$ cat src/rtl/div_sequencer.sv
// div_sequencer
//
// Handshake front-end for the 8-bit restoring divider in the ALU path.
// An operand pair is accepted over a valid/ready input, registered onto the
// divider operand inputs, and the divider is enabled for a fixed settle
// window. Quotient and remainder are then captured and held on a valid/ready
// output until writeback takes them. A zero divisor is caught here: the
// divider is never started and an all-ones quotient with the dividend as
// remainder is returned with out_dbz set.
//
// Parameters
//   WIDTH  : operand/result width, must match the divider
//   SETTLE : cycles div_en stays high before capture (1..15)
//
// Ports
//   clk          : clock, everything on the rising edge
//   rst_n        : synchronous active-low reset
//   in_valid     : operand pair present
//   in_ready     : block can accept an operand pair
//   in_dividend  : dividend
//   in_divisor   : divisor
//   div_dividend : registered dividend to the divider
//   div_divisor  : registered divisor to the divider
//   div_en       : divider start, rising edge triggers a division
//   div_quo      : divider quotient
//   div_rem      : divider remainder
//   out_valid    : result valid
//   out_ready    : downstream accepts the result
//   out_quo      : captured quotient
//   out_rem      : captured remainder
//   out_dbz      : divide-by-zero flag, qualified by out_valid
//   busy         : high whenever the sequencer is not idle

module div_sequencer #(
    parameter int WIDTH  = 8,
    parameter int SETTLE = 2
) (
    input  logic             clk,
    input  logic             rst_n,
    input  logic             in_valid,
    output logic             in_ready,
    input  logic [WIDTH-1:0] in_dividend,
    input  logic [WIDTH-1:0] in_divisor,
    output logic [WIDTH-1:0] div_dividend,
    output logic [WIDTH-1:0] div_divisor,
    output logic             div_en,
    input  logic [WIDTH-1:0] div_quo,
    input  logic [WIDTH-1:0] div_rem,
    output logic             out_valid,
    input  logic             out_ready,
    output logic [WIDTH-1:0] out_quo,
    output logic [WIDTH-1:0] out_rem,
    output logic             out_dbz,
    output logic             busy
);

    typedef enum logic [1:0] {
        IDLE = 2'd0,
        RUN  = 2'd1,
        DONE = 2'd2
    } state_t;

    // The counter starts at SETTLE-1 and RUN ends on the cycle it reads zero,
    // which keeps div_en high for exactly SETTLE cycles.
    localparam logic [3:0] CNT_LOAD = 4'(SETTLE - 1);

    state_t     state;
    state_t     state_nxt;
    logic [3:0] cnt;
    logic [3:0] cnt_nxt;
    logic       armed;
    logic       accept;
    logic       divisor_zero;
    logic       capture;

    // armed holds in_ready low for the reset edge itself, so the block only
    // advertises readiness from the first edge that sees rst_n high.
    assign accept       = in_valid && in_ready;
    assign divisor_zero = (in_divisor == '0);
    assign capture      = (state == RUN) && (cnt == 4'd0);
    assign busy         = (state != IDLE);

    // Next-state and handshake outputs. DONE never looks at in_valid, so a
    // result being taken and a new operand arriving in the same cycle only
    // retire the result; the operand is accepted from IDLE afterwards.
    always_comb begin
        state_nxt = state;
        cnt_nxt   = cnt;
        in_ready  = 1'b0;
        div_en    = 1'b0;
        out_valid = 1'b0;
        case (state)
            IDLE: begin
                in_ready = armed;
                if (in_valid && armed) begin
                    if (divisor_zero) begin
                        state_nxt = DONE;
                    end else begin
                        state_nxt = RUN;
                        cnt_nxt   = CNT_LOAD;
                    end
                end
            end
            RUN: begin
                div_en = 1'b1;
                if (cnt == 4'd0) begin
                    state_nxt = DONE;
                end else begin
                    cnt_nxt = cnt - 4'd1;
                end
            end
            DONE: begin
                out_valid = 1'b1;
                if (out_ready) begin
                    state_nxt = IDLE;
                end
            end
            default: begin
                state_nxt = IDLE;
            end
        endcase
    end

    // State, operand and result registers. Operand registers only load on a
    // real division so they stay put across a divide-by-zero, and results
    // only change on a capture so they persist after the output handshake.
    always_ff @(posedge clk) begin
        if (!rst_n) begin
            state        <= IDLE;
            cnt          <= 4'd0;
            armed        <= 1'b0;
            div_dividend <= '0;
            div_divisor  <= '0;
            out_quo      <= '0;
            out_rem      <= '0;
            out_dbz      <= 1'b0;
        end else begin
            state <= state_nxt;
            cnt   <= cnt_nxt;
            armed <= 1'b1;
            if (accept) begin
                if (divisor_zero) begin
                    out_quo <= '1;
                    out_rem <= in_dividend;
                    out_dbz <= 1'b1;
                end else begin
                    div_dividend <= in_dividend;
                    div_divisor  <= in_divisor;
                end
            end
            if (capture) begin
                out_quo <= div_quo;
                out_rem <= div_rem;
                out_dbz <= 1'b0;
            end
        end
    end

endmodule

$ cat config.mk
export PLATFORM = sky130hd
export DESIGN_NAME = div_sequencer
export DESIGN_NICKNAME = d
export VERILOG_FILES = /design/src/rtl/div_sequencer.sv
export SDC_FILE = /design/constraint.sdc
export NUM_CORES = 1
export LEC_CHECK = 0
export BUFFER_PORTS_ARGS = -buffer_cell sky130_fd_sc_hd__buf_4
export CORE_MARGIN = 2
export CORE_UTILIZATION = 35
export DETAILED_ROUTE_END_ITERATION = 8
export SLEW_MARGIN = 25
export SYNTH_ARGS = -nofsm -noshare
export SYNTH_HDL_FRONTEND = slang
export SYNTH_SLANG_ARGS = --single-unit
$ cat constraint.sdc
create_clock -name clk -period 4.8 [get_ports clk]
set_clock_uncertainty 0.1 [all_clocks]
set_input_delay 0.24 -clock clk [delete_from_list [all_inputs] [get_ports clk]]
set_output_delay 0.24 -clock clk [all_outputs]
set_load 0.03 [all_outputs]
# Word level (Yosys, flattened, before mapping)
# Cells that the tools add are included.
classes:
  addsub: 1
  n_eq_ne: 7
  muxes: 19
  bitwise_logic: 2
  reduce_logical: 16
ops:
  columns: ["op", "n"]
  rows:
  - ["8-bit two-way mux", 6]
  - ["4-bit two-way mux", 3]
  - ["8-bit zero test", 1]
  - ["2-bit two-way mux", 4]
  - ["2-bit != test (second input constant)", 4]
  - ["4-bit one-hot mux with 2 select lines", 1]
  - ["2-bit nonzero test", 4]
  - ["2-bit one-hot mux with 3 select lines", 1]
  - ["2-bit AND reduction", 3]
  - ["4-bit zero test", 1]
  - ["1-bit two-way mux", 4]
  - ["4-bit AND reduction", 1]
  - ["4-bit by 1-bit subtractor with 4-bit output (second input constant)", 1]
  - ["1-bit logical AND", 3]
  - ["3-bit AND reduction", 1]
  - ["2-bit by 1-bit equality test with 1-bit output (second input constant)", 1]
  - ["2-bit equality test (second input constant)", 1]
  - ["2-bit zero test", 1]
  - ["2-bit by 1-bit != test with 1-bit output (second input constant)", 1]
  - ["1-bit inverter", 2]
  - ["2-bit OR reduction", 1]
word_totals:
  reg_bits: 40
  input_bits: 36
  out_inout_bits: 37
  elab_cells: 53

# Logic depth before layout (Yosys ltp)
# Gate-level depths: netlist of run 1.
logic_depth:
  ltp_word: 5
  mapped_depth: 7
  depth_no_buf: 6

# Least setup slack after synthesis of run 1
# OpenSTA, ideal clock, no wires.
synth_path:
  path_type: "register to register"
  from: "register state[0]"
  to: "register out_quo[6]"
  setup_ns: 0.133
  arrival_ns: 1.396
  t_required_ns: 4.567
  setup_slack_ns: 3.171
  stages_incl_launch_ff: 7
  path_buffers: 1
  period_less_slack_ns: 1.629
  cell_sequence: "dfxtp_1 or2b_1 inv_1 nand2_1 clkbuf_1 o21ai_0 a21oi_1"
synth_between:
  elab_chain_len: 5
  word_cells_on_any_way: 9
  cone_classes: "eq/ne (1); mux (2); reduce/logical (6)"
synth_rtl:
  columns: ["element", "line", "rtl"]
  rows:
  - ["start: declaration", "67", "state_t state;"]
  - ["start signal: assignment", "138", "state <= state_nxt;"]
  - ["2-bit zero test", "92", "case (state)"]
  - ["1-bit two-way mux", "92", null]
  - ["1-bit logical AND", "78", "assign accept = in_valid && in_ready;"]
  - ["2-bit nonzero test (no line)", null, null]
  - ["2-bit AND reduction (no line)", null, null]
  - ["end signal: assignment", "152", "out_quo <= div_quo;"]
  - ["end: declaration", "51", "output logic [WIDTH-1:0] out_quo,"]
# Several ways; a longest one is shown, not always the timed one.
# A chain may end at the register's enable or synchronous reset.

# Worst setup path after layout of run 1
layout_path:
  from: "register cnt[0]"
  to: "register out_rem[6]"
layout_between:
  elab_chain_len: 4
  word_cells_on_any_way: 6
  cone_classes: "mux (1); reduce/logical (5)"
layout_rtl:
  columns: ["element", "line", "rtl"]
  rows:
  - ["start: declaration", "69", "logic [3:0] cnt;"]
  - ["start signal: assignment", "139", "cnt <= cnt_nxt;"]
  - ["4-bit zero test *", "80", "assign capture = (state == RUN) && (cnt == 4'd0);"]
  - ["1-bit logical AND *", "80", null]
  - ["2-bit nonzero test (no line)", null, null]
  - ["2-bit AND reduction (no line)", null, null]
  - ["end signal: assignment", "144", "out_rem <= in_dividend;"]
  - ["end signal: assignment", "153", "out_rem <= div_rem;"]
  - ["end: declaration", "52", "output logic [WIDTH-1:0] out_rem,"]
# Mark *: on every way between the ends. The rest lies on a longest branch, timed or not.

==> results.py, run 1 <==
metrics = {
    "power": {
        "total_power_mw": 0.903,
        "worst_ir_drop_on_vdd_v": 0.000200,
        "p_sw_share_pct": 29.3,
        "power.share.sequential_pct": 42.0,
        "power.density_cell_area_nw_per_um2": 385,
        "power_leakage_nw": 1.07,
        "pwr-share-comb_pct": 24.7,
        "switching_power_mw": 0.265,
        "pwr-share-clk_pct": 33.3,
        "internal_power_mw": 0.638,
    },
    "finish": {
        "fin_nets": 283,
        "antenna-diode-count": 0,
        "layout-drive-gt1-share_pct": 36.0,
        "area_delta_synth_final_pct": 40.1,
    },
    "floorplan": {
        "initial_core_util_pct": 35.9,
        "die-width_um": 73.2,
        "die_h_um": 73.2,
        "floorplan.rows": 25,
        "die_ar_um2": 5350,
        "fp.coreArea_um2": 4660,
        "io-pin-count": 73,
    },
    "logic_synthesis": {
        "synth_top_cell_area_share_pct": 47.8,
        "syn-num-nets": 214,
        "ys_top_cells_by_area": "sky130_fd_sc_hd__dfxtp_1 (48%), sky130_fd_sc_hd__mux2i_1 (14%), sky130_fd_sc_hd__nor2_1 (6.3%)",
        "synthTopCellsByCount": "sky130_fd_sc_hd__dfxtp_1 (40), sky130_fd_sc_hd__nor2_1 (28), sky130_fd_sc_hd__mux2i_1 (24)",
        "synth.distinct_cells": 31,
        "synth_most_common_cell": "sky130_fd_sc_hd__dfxtp_1",
        "synth_warnings": 0,
        "ys_seq_elements": 40,
        "synth_cells": 177,
        "syn-mean-instance-area_um2": 9.46,
        "number_of_enable_type_register_cells_in_the_synthesized_netlist": 0,
        "sequential_element_share_of_the_synthesized_area_pct": 47.8,
        "synth-async-reset-ratio_pct": 0,
        "post_synth_instance_area_um2": 1670,
        "yosys.area.top_type": "sky130_fd_sc_hd__dfxtp_1",
        "dominantRegCellSynth": "sky130_fd_sc_hd__dfxtp_1",
    },
    "sta": {
        "worst_hold_slack_ns": 0.0885,
        "finalSetupTns_ns": 0,
        "timing.final.hold_violations": 0,
        "worst_margin_slew_ns": 0.965,
        "rsz0062_at_grt": "false",
        "setup_viol": 0,
        "max_clock_freq_mhz": 445,
        "count_of_pins_over_their_slew_limit": 0,
        "max_slew_margin_pct": 35.5,
        "final.period_utilization_pct": 46.8,
        "period_needed_ns": 2.24,
    },
    "worst_setup_path": {
        "crit_required_ns": 4.83,
        "timing_worst_setup_path_type": "register to register",
        "endpoint_kind": "register",
        "crit-reg2reg-launch": "cnt[0]",
        "regToRegSetupSlack_ns": 2.56,
        "startpoint_of_the_worst_setup_timing_path": "cnt[0]",
        "timing.critical_path.fanout_max": 34,
        "crit_path_dat_ns": 2.28,
        "timing.critical_path.to": "out_rem[6]",
        "worst_setup_path_start_kind": "register",
        "timing.reg2reg.worst_path_depth": 6,
        "worst_r2r_endpoint": "out_rem[6]",
    },
    "global_route": {
        "grt_pass1_wl_um": 6220,
        "pin_count_of_the_biggest_net_entering_global_routing": 35,
        "grtUsageTotal_pct": 15.3,
        "number_of_global_route_vias_before_repair": 1343,
        "antenna_found_initial": 0,
        "overflow": 0,
    },
    "clocking": {
        "cts-buffers-inserted": 5,
        "postCtsSetupBuffers": 0,
        "cts_repair_resize_count": 0,
        "cts.clk_slew.worst_paths_ns": 0.08,
        "clockRootBuffer": "sky130_fd_sc_hd__clkbuf_8",
        "hold_buffer_count_at_cts": 0,
        "clk_path_buf_depth": 2,
        "htreeDepth": 2,
        "tritoncts": "yes",
        "tritoncts_num_sinks": 40,
        "source_to_sink_clock_delay_at_the_later_pin_of_the_worst_skew_pair_ns": 0.29,
    },
    "drt": {
        "drtIter0Drc": 74,
        "detail-route-antenna-nets": 0,
        "average_wire_per_standard_cell_um": 13.2,
        "routed_wirelength_um": 3980,
        "dr_total_vias": 1455,
        "drt_pass1_iterations": 4,
        "drc": 0,
        "vias_per_cell": 4.83,
    },
    "hold_path": {
        "hp-class": "input pin to register",
    },
    "outcome": {
        "run_status": "finished, final reports clean",
    },
    "place": {
        "buffer_ports.inserted": 72,
        "detailed_place_hpwl_um": 2830,
        "place_congestion": 0.805,
    },
    "job": {
        "cap_violations": 0,
    },
}
## metrics by stage
step                      area (um^2)  instances  setup slack [ns]  utilization [%]
final                            2350        301              2.56             50.3
after global routing             2350        301              2.41             50.3
after CTS                        2350        301              2.59             50.3
after detailed placement         2220        293              2.60             47.6
after global placement           2210        293              2.64             47.5
after floorplan                  1670        177              3.17                -
## registers in the layout (all words and copies together) (netlist names)
name	cells
div_dividend	8
out_rem	8
out_quo	8
armed	1
out_dbz	1
state	2
cnt	4
div_divisor	8
## kinds of logic after synthesis
logic type               after synthesis  share of synthesized area (%)
AND/OR/NAND/NOR                       53                           16.7
AO/OA/AOI/OAI                         44                           15.0
flip-flops                            40                           47.8
multiplexers                          24                           14.3
buffers and inverters                 15                           5.31
adder cells (fa/ha/maj)                1                          0.747
## worst max-delay path: stages (launching register included)
cell,delay (ns)
sky130_fd_sc_hd__dfxtp_1,0.33
sky130_fd_sc_hd__inv_1,0.07
sky130_fd_sc_hd__ha_1,0.22
sky130_fd_sc_hd__nor3b_1,0.26
sky130_fd_sc_hd__nand2_1,0.61
sky130_fd_sc_hd__o21ai_0,0.41
sky130_fd_sc_hd__a31oi_1,0.07
## power groups by stage
stage          logic, mW  registers, mW  clock network (mW)
6_report           0.223          0.379               0.301
5_1_grt            0.240          0.384               0.321
3_5_place_dp       0.224          0.387                   0
3_3_place_gp       0.222          0.387                   0
2_1_floorplan     0.0917          0.435                   0
4_1_cts            0.225          0.380               0.308
## layout make-up
| cell class | instances | area (um^2) |
|---|---|---|
| Clock buffer | 7 | 96.3 |
| Clock inverter | 1 | 30.0 |
| Fill cell | 470 | 2310 |
| Inverter | 5 | 18.8 |
| Multi-Input combinational cell | 122 | 792 |
| Sequential cell | 40 | 801 |
| Tap cell | 54 | 67.6 |
| Timing Repair Buffer | 72 | 541 |
## worst min path at each step
| stage | from | endpoint | slack [ns] | cells after the start |
|---|---|---|---|---|
| floorplan | rst_n | armed | 0.17 | 0 |
| global placement | out_rem[6] | out_rem[6] | 0.36 | 2 |
| detailed placement | out_rem[6] | out_rem[6] | 0.37 | 2 |
| CTS | in_dividend[7] | div_dividend[7] | 0.08 | 3 |
| global route | in_dividend[0] | div_dividend[0] | 0.09 | 3 |
| finish | in_dividend[7] | div_dividend[7] | 0.09 | 3 |
## layout by cell type (no fill, tap or decap), types with 2 or more instances in the layout
cell type and instances:
sky130_fd_sc_hd__a21oi_1 16, sky130_fd_sc_hd__a31oi_1 4, sky130_fd_sc_hd__buf_4 72, sky130_fd_sc_hd__clkbuf_8 7
sky130_fd_sc_hd__dfxtp_1 40, sky130_fd_sc_hd__inv_1 5, sky130_fd_sc_hd__mux2i_1 24, sky130_fd_sc_hd__nand2_1 11
sky130_fd_sc_hd__nor2_1 28, sky130_fd_sc_hd__nor3_1 2, sky130_fd_sc_hd__nor4_4 2, sky130_fd_sc_hd__o21ai_0 17
sky130_fd_sc_hd__o22ai_1 2
## metal layers
metal,vias up,routed length (um),global-route usage (%)
met5,-,0,0
met3,7,455,7.87
li1,753,-,-
met4,0,63,6.17
met2,59,1680,22.0
met1,636,1790,19.1
Note: power is estimated with default switching activity, not from simulation.
==> inputs of run 2 (changes only) <==
ABC_AREA = 1   (was default)
clock period = 1.9 ns   (was 4.8 ns; I/O delays follow)
==> results.py, run 2 <==
metrics = {
    "place": {
        "buffer_ports.inserted": 72,
        "place_congestion": 0.781,
        "detailed_place_hpwl_um": 3280,
    },
    "floorplan": {
        "die_ar_um2": 5710,
        "fp.coreArea_um2": 5010,
        "initial_core_util_pct": 35.8,
        "floorplan.rows": 26,
        "die-width_um": 75.6,
        "io-pin-count": 73,
        "die_h_um": 75.6,
    },
    "drt": {
        "detail-route-antenna-nets": 0,
        "average_wire_per_standard_cell_um": 11.4,
        "vias_per_cell": 4.33,
        "drt_pass1_iterations": 4,
        "dr_total_vias": 1732,
        "drc": 0,
        "drtIter0Drc": 33,
        "routed_wirelength_um": 4570,
    },
    "logic_synthesis": {
        "dominantRegCellSynth": "sky130_fd_sc_hd__dfxtp_1",
        "syn-mean-instance-area_um2": 7.37,
        "synth-async-reset-ratio_pct": 0,
        "syn-num-nets": 280,
        "synth_cells": 243,
        "synthTopCellsByCount": "sky130_fd_sc_hd__nor2_1 (63), sky130_fd_sc_hd__dfxtp_1 (40), sky130_fd_sc_hd__o21ai_0 (29)",
        "ys_seq_elements": 40,
        "synth_warnings": 0,
        "synth.distinct_cells": 28,
        "ys_top_cells_by_area": "sky130_fd_sc_hd__dfxtp_1 (45%), sky130_fd_sc_hd__nor2_1 (13%), sky130_fd_sc_hd__o21ai_0 (8.1%)",
        "sequential_element_share_of_the_synthesized_area_pct": 44.7,
        "synth_top_cell_area_share_pct": 44.7,
        "yosys.area.top_type": "sky130_fd_sc_hd__dfxtp_1",
        "number_of_enable_type_register_cells_in_the_synthesized_netlist": 0,
        "synth_most_common_cell": "sky130_fd_sc_hd__nor2_1",
        "post_synth_instance_area_um2": 1790,
    },
    "hold_path": {
        "hp-class": "input pin to register",
    },
    "sta": {
        "count_of_pins_over_their_slew_limit": 0,
        "worst_margin_slew_ns": 0.463,
        "max_slew_margin_pct": 69.0,
        "max_clock_freq_mhz": 564,
        "rsz0062_at_grt": "false",
        "period_needed_ns": 1.77,
        "setup_viol": 0,
        "timing.final.hold_violations": 0,
        "final.period_utilization_pct": 93.3,
        "finalSetupTns_ns": 0,
    },
    "global_route": {
        "number_of_global_route_vias_before_repair": 1629,
        "grt_pass1_wl_um": 7370,
        "grtUsageTotal_pct": 17.0,
        "pin_count_of_the_biggest_net_entering_global_routing": 40,
        "overflow": 0,
        "antenna_found_initial": 0,
    },
    "clocking": {
        "cts-buffers-inserted": 5,
        "clk_path_buf_depth": 2,
        "htreeDepth": 2,
        "tritoncts_num_sinks": 40,
        "cts.clk_slew.worst_paths_ns": 0.07,
        "postCtsSetupBuffers": 0,
        "source_to_sink_clock_delay_at_the_later_pin_of_the_worst_skew_pair_ns": 0.29,
        "tritoncts": "yes",
        "clockRootBuffer": "sky130_fd_sc_hd__clkbuf_8",
    },
    "worst_setup_path": {
        "timing.critical_path.fanout_max": 18,
        "crit_path_dat_ns": 1.86,
        "timing_worst_setup_path_type": "input pin to register",
        "crit_required_ns": 1.99,
        "endpoint_kind": "register",
        "worst_setup_path_start_kind": "input pin",
    },
    "outcome": {
        "run_status": "finished, final reports clean",
    },
    "finish": {
        "final_common_cell": "sky130_fd_sc_hd__buf_4",
        "area_delta_synth_final_pct": 45.9,
        "final_cell_mix": "sky130_fd_sc_hd__buf_4 (74), sky130_fd_sc_hd__nor2_1 (63), sky130_fd_sc_hd__dfxtp_1 (40), sky130_fd_sc_hd__o21ai_0 (29), sky130_fd_sc_hd__inv_1 (28)",
        "antenna-diode-count": 0,
        "layout-drive-gt1-share_pct": 29.4,
        "fin_nets": 366,
        "fillerInstances": 537,
    },
    "job": {
        "cap_violations": 0,
    },
    "power": {
        "internal_power_mw": 1.42,
        "power.density_cell_area_nw_per_um2": 786,
        "pwr-share-clk_pct": 28.6,
        "switching_power_mw": 0.640,
        "pwr-share-comb_pct": 25.8,
        "power.share.sequential_pct": 45.6,
        "power_leakage_nw": 1.35,
        "worst_ir_drop_on_vdd_v": 0.000335,
        "p_sw_share_pct": 31.1,
        "total_power_mw": 2.06,
    },
}
## run 2: logic make-up after synthesis
group / synth area share, %
buffers and inverters: 10.7
AND/OR/NAND/NOR: 28.5
adder cells (fa/ha/maj): 0.698
flip-flops: 44.7
XOR/XNOR: 0.489
AO/OA/AOI/OAI: 14.9
## run 2: path summary, 6_finish.rpt
check | cells after the start | to | start | slack [ns]
min reg2reg | 2 | out_dbz | out_dbz | 0.35
max | 8 | div_divisor[3] | in_divisor[0] | 0.13
max reg2reg | 8 | out_rem[3] | cnt[0] | 0.23
min | 3 | div_dividend[5] | in_dividend[5] | 0.0008
## run 2: per-stage QoR
step	utilization, %	instance area (um^2)	setup WS (ns)	hold WS, ns	instances
2_1_floorplan	-	1790	0.473	0.0227	243
3_3_place_gp	47.2	2360	0.228	0.240	377
3_5_place_dp	47.2	2360	0.198	0.243	377
4_1_cts	52.0	2610	0.0433	0.0190	400
5_1_grt	52.2	2620	0.0228	0.0325	400
6_report	52.2	2620	0.128	0.000791	400
## run 2: repair_timing
item / 4_1_cts / 5_1_grt
gates resized for setup: 0 / 2
hold buffers: 15 / 0
endpoints found under the hold margin: 16 / 0
endpoints found under the setup margin: 0 / 5
## run 2: final cells by class
type | instances | area, um^2 | share of cell area [%]
Clock buffer | 6 | 82.6 | 3.16
Tap cell | 70 | 87.6 | 3.35
Multi-Input combinational cell | 162 | 810 | 31.0
Timing Repair Buffer | 89 | 706 | 27.0
Inverter | 31 | 119 | 4.55
Clock inverter | 2 | 10.0 | 0.383
Sequential cell | 40 | 801 | 30.6
## run 2: power by group through the flow
stage                     combinational (mW)  clock, mW  sequential (mW)
after detailed placement               0.507          0            0.956
after global routing                   0.586      0.640            0.945
after global placement                 0.506          0            0.955
after floorplan                        0.226          0             1.05
after CTS                              0.534      0.603            0.937
final                                  0.530      0.588            0.937
## run 2: critical path, stage by stage
cell                            delay [ns]
sky130_fd_sc_hd__dlygate4sd3_1        0.54
sky130_fd_sc_hd__buf_4                0.14
sky130_fd_sc_hd__nor2_1               0.11
sky130_fd_sc_hd__nand2_1              0.15
sky130_fd_sc_hd__o21ai_4              0.45
sky130_fd_sc_hd__inv_4                0.17
sky130_fd_sc_hd__nor2_1               0.14
sky130_fd_sc_hd__nor2_1               0.06
## run 2: metal layers
layer	wire length, um	track usage [%]	up-vias
met5	0	0	-
met4	78	6.43	0
met3	286	4.10	7
met2	2100	28.0	51
met1	2110	21.6	746
li1	-	-	928
==> inputs of run 3 (changes only) <==
CELL_PAD_IN_SITES_DETAIL_PLACEMENT = 0   (was default)
CELL_PAD_IN_SITES_GLOBAL_PLACEMENT = 1   (was default)
CORE_UTILIZATION = 30   (was 35)
GPL_ROUTABILITY_DRIVEN = 0   (was default)
HOLD_SLACK_MARGIN = 0.12   (was default)
PLACE_DENSITY_LB_ADDON = 0.1   (was default)
==> results.py, run 3 (synthesized netlist as in run 2, its figures left out) <==
metrics = {
    "outcome": {
        "run_status": "finished, final reports clean",
    },
    "drt": {
        "drt_pass1_iterations": 4,
        "dr_total_vias": 1812,
        "route.layer.met1.wl_um": 2320,
        "drtIter0Drc": 111,
        "maxUsedRoutingLayer": "met4",
        "routed_wirelength_um": 4940,
        "drc": 0,
        "routed-wl-met2_um": 2290,
        "detail-route-antenna-nets": 0,
        "dr_wl_met3_um": 286,
        "average_wire_per_standard_cell_um": 11.6,
        "vias_per_cell": 4.27,
    },
    "finish": {
        "post-route-util_pct": 47.8,
        "instances_no_fill": 424,
        "fillerInstances": 602,
        "multiInputGateArea_um2": 800,
        "area_delta_synth_final_pct": 56.2,
        "finalInstanceArea_um2": 2800,
        "layout-drive-gt1-share_pct": 28.1,
        "combined_flip_flop_and_latch_cell_area_um2": 801,
        "final_cell_mix": "sky130_fd_sc_hd__buf_4 (75), sky130_fd_sc_hd__nor2_1 (63), sky130_fd_sc_hd__dfxtp_1 (40), sky130_fd_sc_hd__dlygate4sd3_1 (33), sky130_fd_sc_hd__o21ai_0 (29)",
        "final_common_cell": "sky130_fd_sc_hd__buf_4",
        "fin_nets": 385,
        "antenna-diode-count": 0,
    },
    "worst_setup_path": {
        "regToRegSetupSlack_ns": 0.31,
        "crit_path_dat_ns": 1.84,
        "crit_path_frequent_cell": "sky130_fd_sc_hd__nor2_1",
        "endpoint_kind": "register",
        "worst_r2r_endpoint": "out_quo[3]",
        "cell_by_cell_listing_of_the_critical_path": "dlygate4sd3_1, buf_4, nor2_1, nand2_1, o21ai_4, inv_4, nor2_1, nor2_1",
        "crit-reg2reg-launch": "cnt[0]",
        "timing.critical_path.fanout_max": 18,
        "worst_setup_path_start_kind": "input pin",
        "timing.critical_path.max_delay_family": "buffers and inverters",
        "timing.reg2reg.worst_path_depth": 7,
        "max_stage_delay_ns": 0.54,
        "crit_required_ns": 1.99,
        "startpoint_of_the_worst_setup_timing_path": "in_divisor[0]",
        "slowest_stage": "sky130_fd_sc_hd__dlygate4sd3_1",
        "timing_worst_setup_path_type": "input pin to register",
        "buffers_inverters_on_critical_path": 3,
    },
    "sta": {
        "rsz0062_at_grt": "false",
        "max_clock_freq_mhz": 572,
        "layout_setup_ws_ns": 0.153,
        "setup_viol": 0,
        "period_needed_ns": 1.75,
        "final.period_utilization_pct": 92.0,
        "timing.final.hold_violations": 0,
        "count_of_pins_over_their_slew_limit": 0,
        "finalSetupTns_ns": 0,
        "worst_margin_slew_ns": 0.469,
        "max_slew_margin_pct": 68.6,
    },
    "hold_path": {
        "holdCritStartpoint": "div_rem[2]",
        "whs_endpoint": "out_rem[2]",
        "hp-class": "input pin to register",
        "hold_path_depth": 5,
    },
    "power": {
        "power_leakage_nw": 1.43,
        "power.density_cell_area_nw_per_um2": 748,
        "worst_ir_drop_on_vdd_v": 0.000340,
    },
    "clocking": {
        "tritoncts": "yes",
        "cts.clk_slew.worst_paths_ns": 0.08,
        "tritoncts_num_sinks": 40,
        "cts_repair_resize_count": 0,
        "cts-buffers-inserted": 5,
        "source_to_sink_clock_delay_at_the_later_pin_of_the_worst_skew_pair_ns": 0.29,
        "clk_path_buf_depth": 2,
        "postCtsSetupBuffers": 0,
        "clockRootBuffer": "sky130_fd_sc_hd__clkbuf_8",
        "htreeDepth": 2,
    },
    "floorplan": {
        "die_h_um": 81.3,
        "die_ar_um2": 6610,
        "io-pin-count": 73,
        "floorplan.rows": 28,
        "initial_core_util_pct": 30.6,
        "die-width_um": 81.3,
        "fp.coreArea_um2": 5850,
    },
    "place": {
        "placedInstanceArea_um2": 2380,
        "dpl_worst_slack_ns": 0.289,
        "buffer_ports.inserted": 72,
        "placed_cell_count": 383,
        "detailed_place_hpwl_um": 3460,
    },
    "job": {
        "cap_violations": 0,
    },
    "global_route": {
        "antenna_found_initial": 0,
        "grtUsageTotal_pct": 16.2,
        "number_of_global_route_vias_before_repair": 1763,
        "overflow": 0,
        "grt_pass1_wl_um": 8120,
        "pin_count_of_the_biggest_net_entering_global_routing": 40,
    },
}
## run 3: power by group
group,leakage (nW),total (mW),internal [mW],switching (mW)
registers,0.328,0.936,0.901,0.0343
clock network,0.0510,0.593,0.290,0.303
logic,1.05,0.565,0.249,0.315
## run 3: worst max path at each step
| stage | endpoint | cells after the start |
|---|---|---|
| 2_1_floorplan | out_quo[0] | 7 |
| 3_3_place_gp | out_quo[0] | 7 |
| 3_5_place_dp | out_quo[3] | 7 |
| 4_1_cts | div_dividend[6] | 8 |
| 5_1_grt | div_dividend[7] | 8 |
| 6_report | div_dividend[7] | 8 |
## run 3: timing repair
action                                  CTS  global route
hold buffers                             33             0
endpoints found under the setup margin    0             0
hold endpoints to repair                 36             0
## run 3: area by class of cell
| type | count | share of cell area, % |
|---|---|---|
| repair buffers | 108 | 31.9 |
| flip-flops and latches | 40 | 28.6 |
| multi-input cells | 162 | 28.6 |
| inverters | 31 | 4.25 |
| well taps | 75 | 3.35 |
| clock buffers | 6 | 2.95 |
| clock inverters | 2 | 0.358 |
## run 3: stage by stage
step	total power, mW	hold slack [ns]
6_report	2.09	0.125
2_1_floorplan	1.28	0.0227
3_5_place_dp	1.47	0.249
3_3_place_gp	1.47	0.245
5_1_grt	2.23	0.158
4_1_cts	2.12	0.121
## run 3: metal layers
| metal | global-route usage, % | vias to the layer above |
|---|---|---|
| met3 | 4.89 | 5 |
| li1 | - | 964 |
| met5 | 0 | - |
| met2 | 26.7 | 47 |
| met1 | 20.4 | 796 |
| met4 | 4.58 | 0 |
## run 3: worst min-delay path, stage by stage
cell,delay (ns)
sky130_fd_sc_hd__buf_4,0.11
sky130_fd_sc_hd__inv_1,0.04
sky130_fd_sc_hd__o21ai_0,0.09
sky130_fd_sc_hd__nor2_1,0.11
sky130_fd_sc_hd__nor2_1,0.04
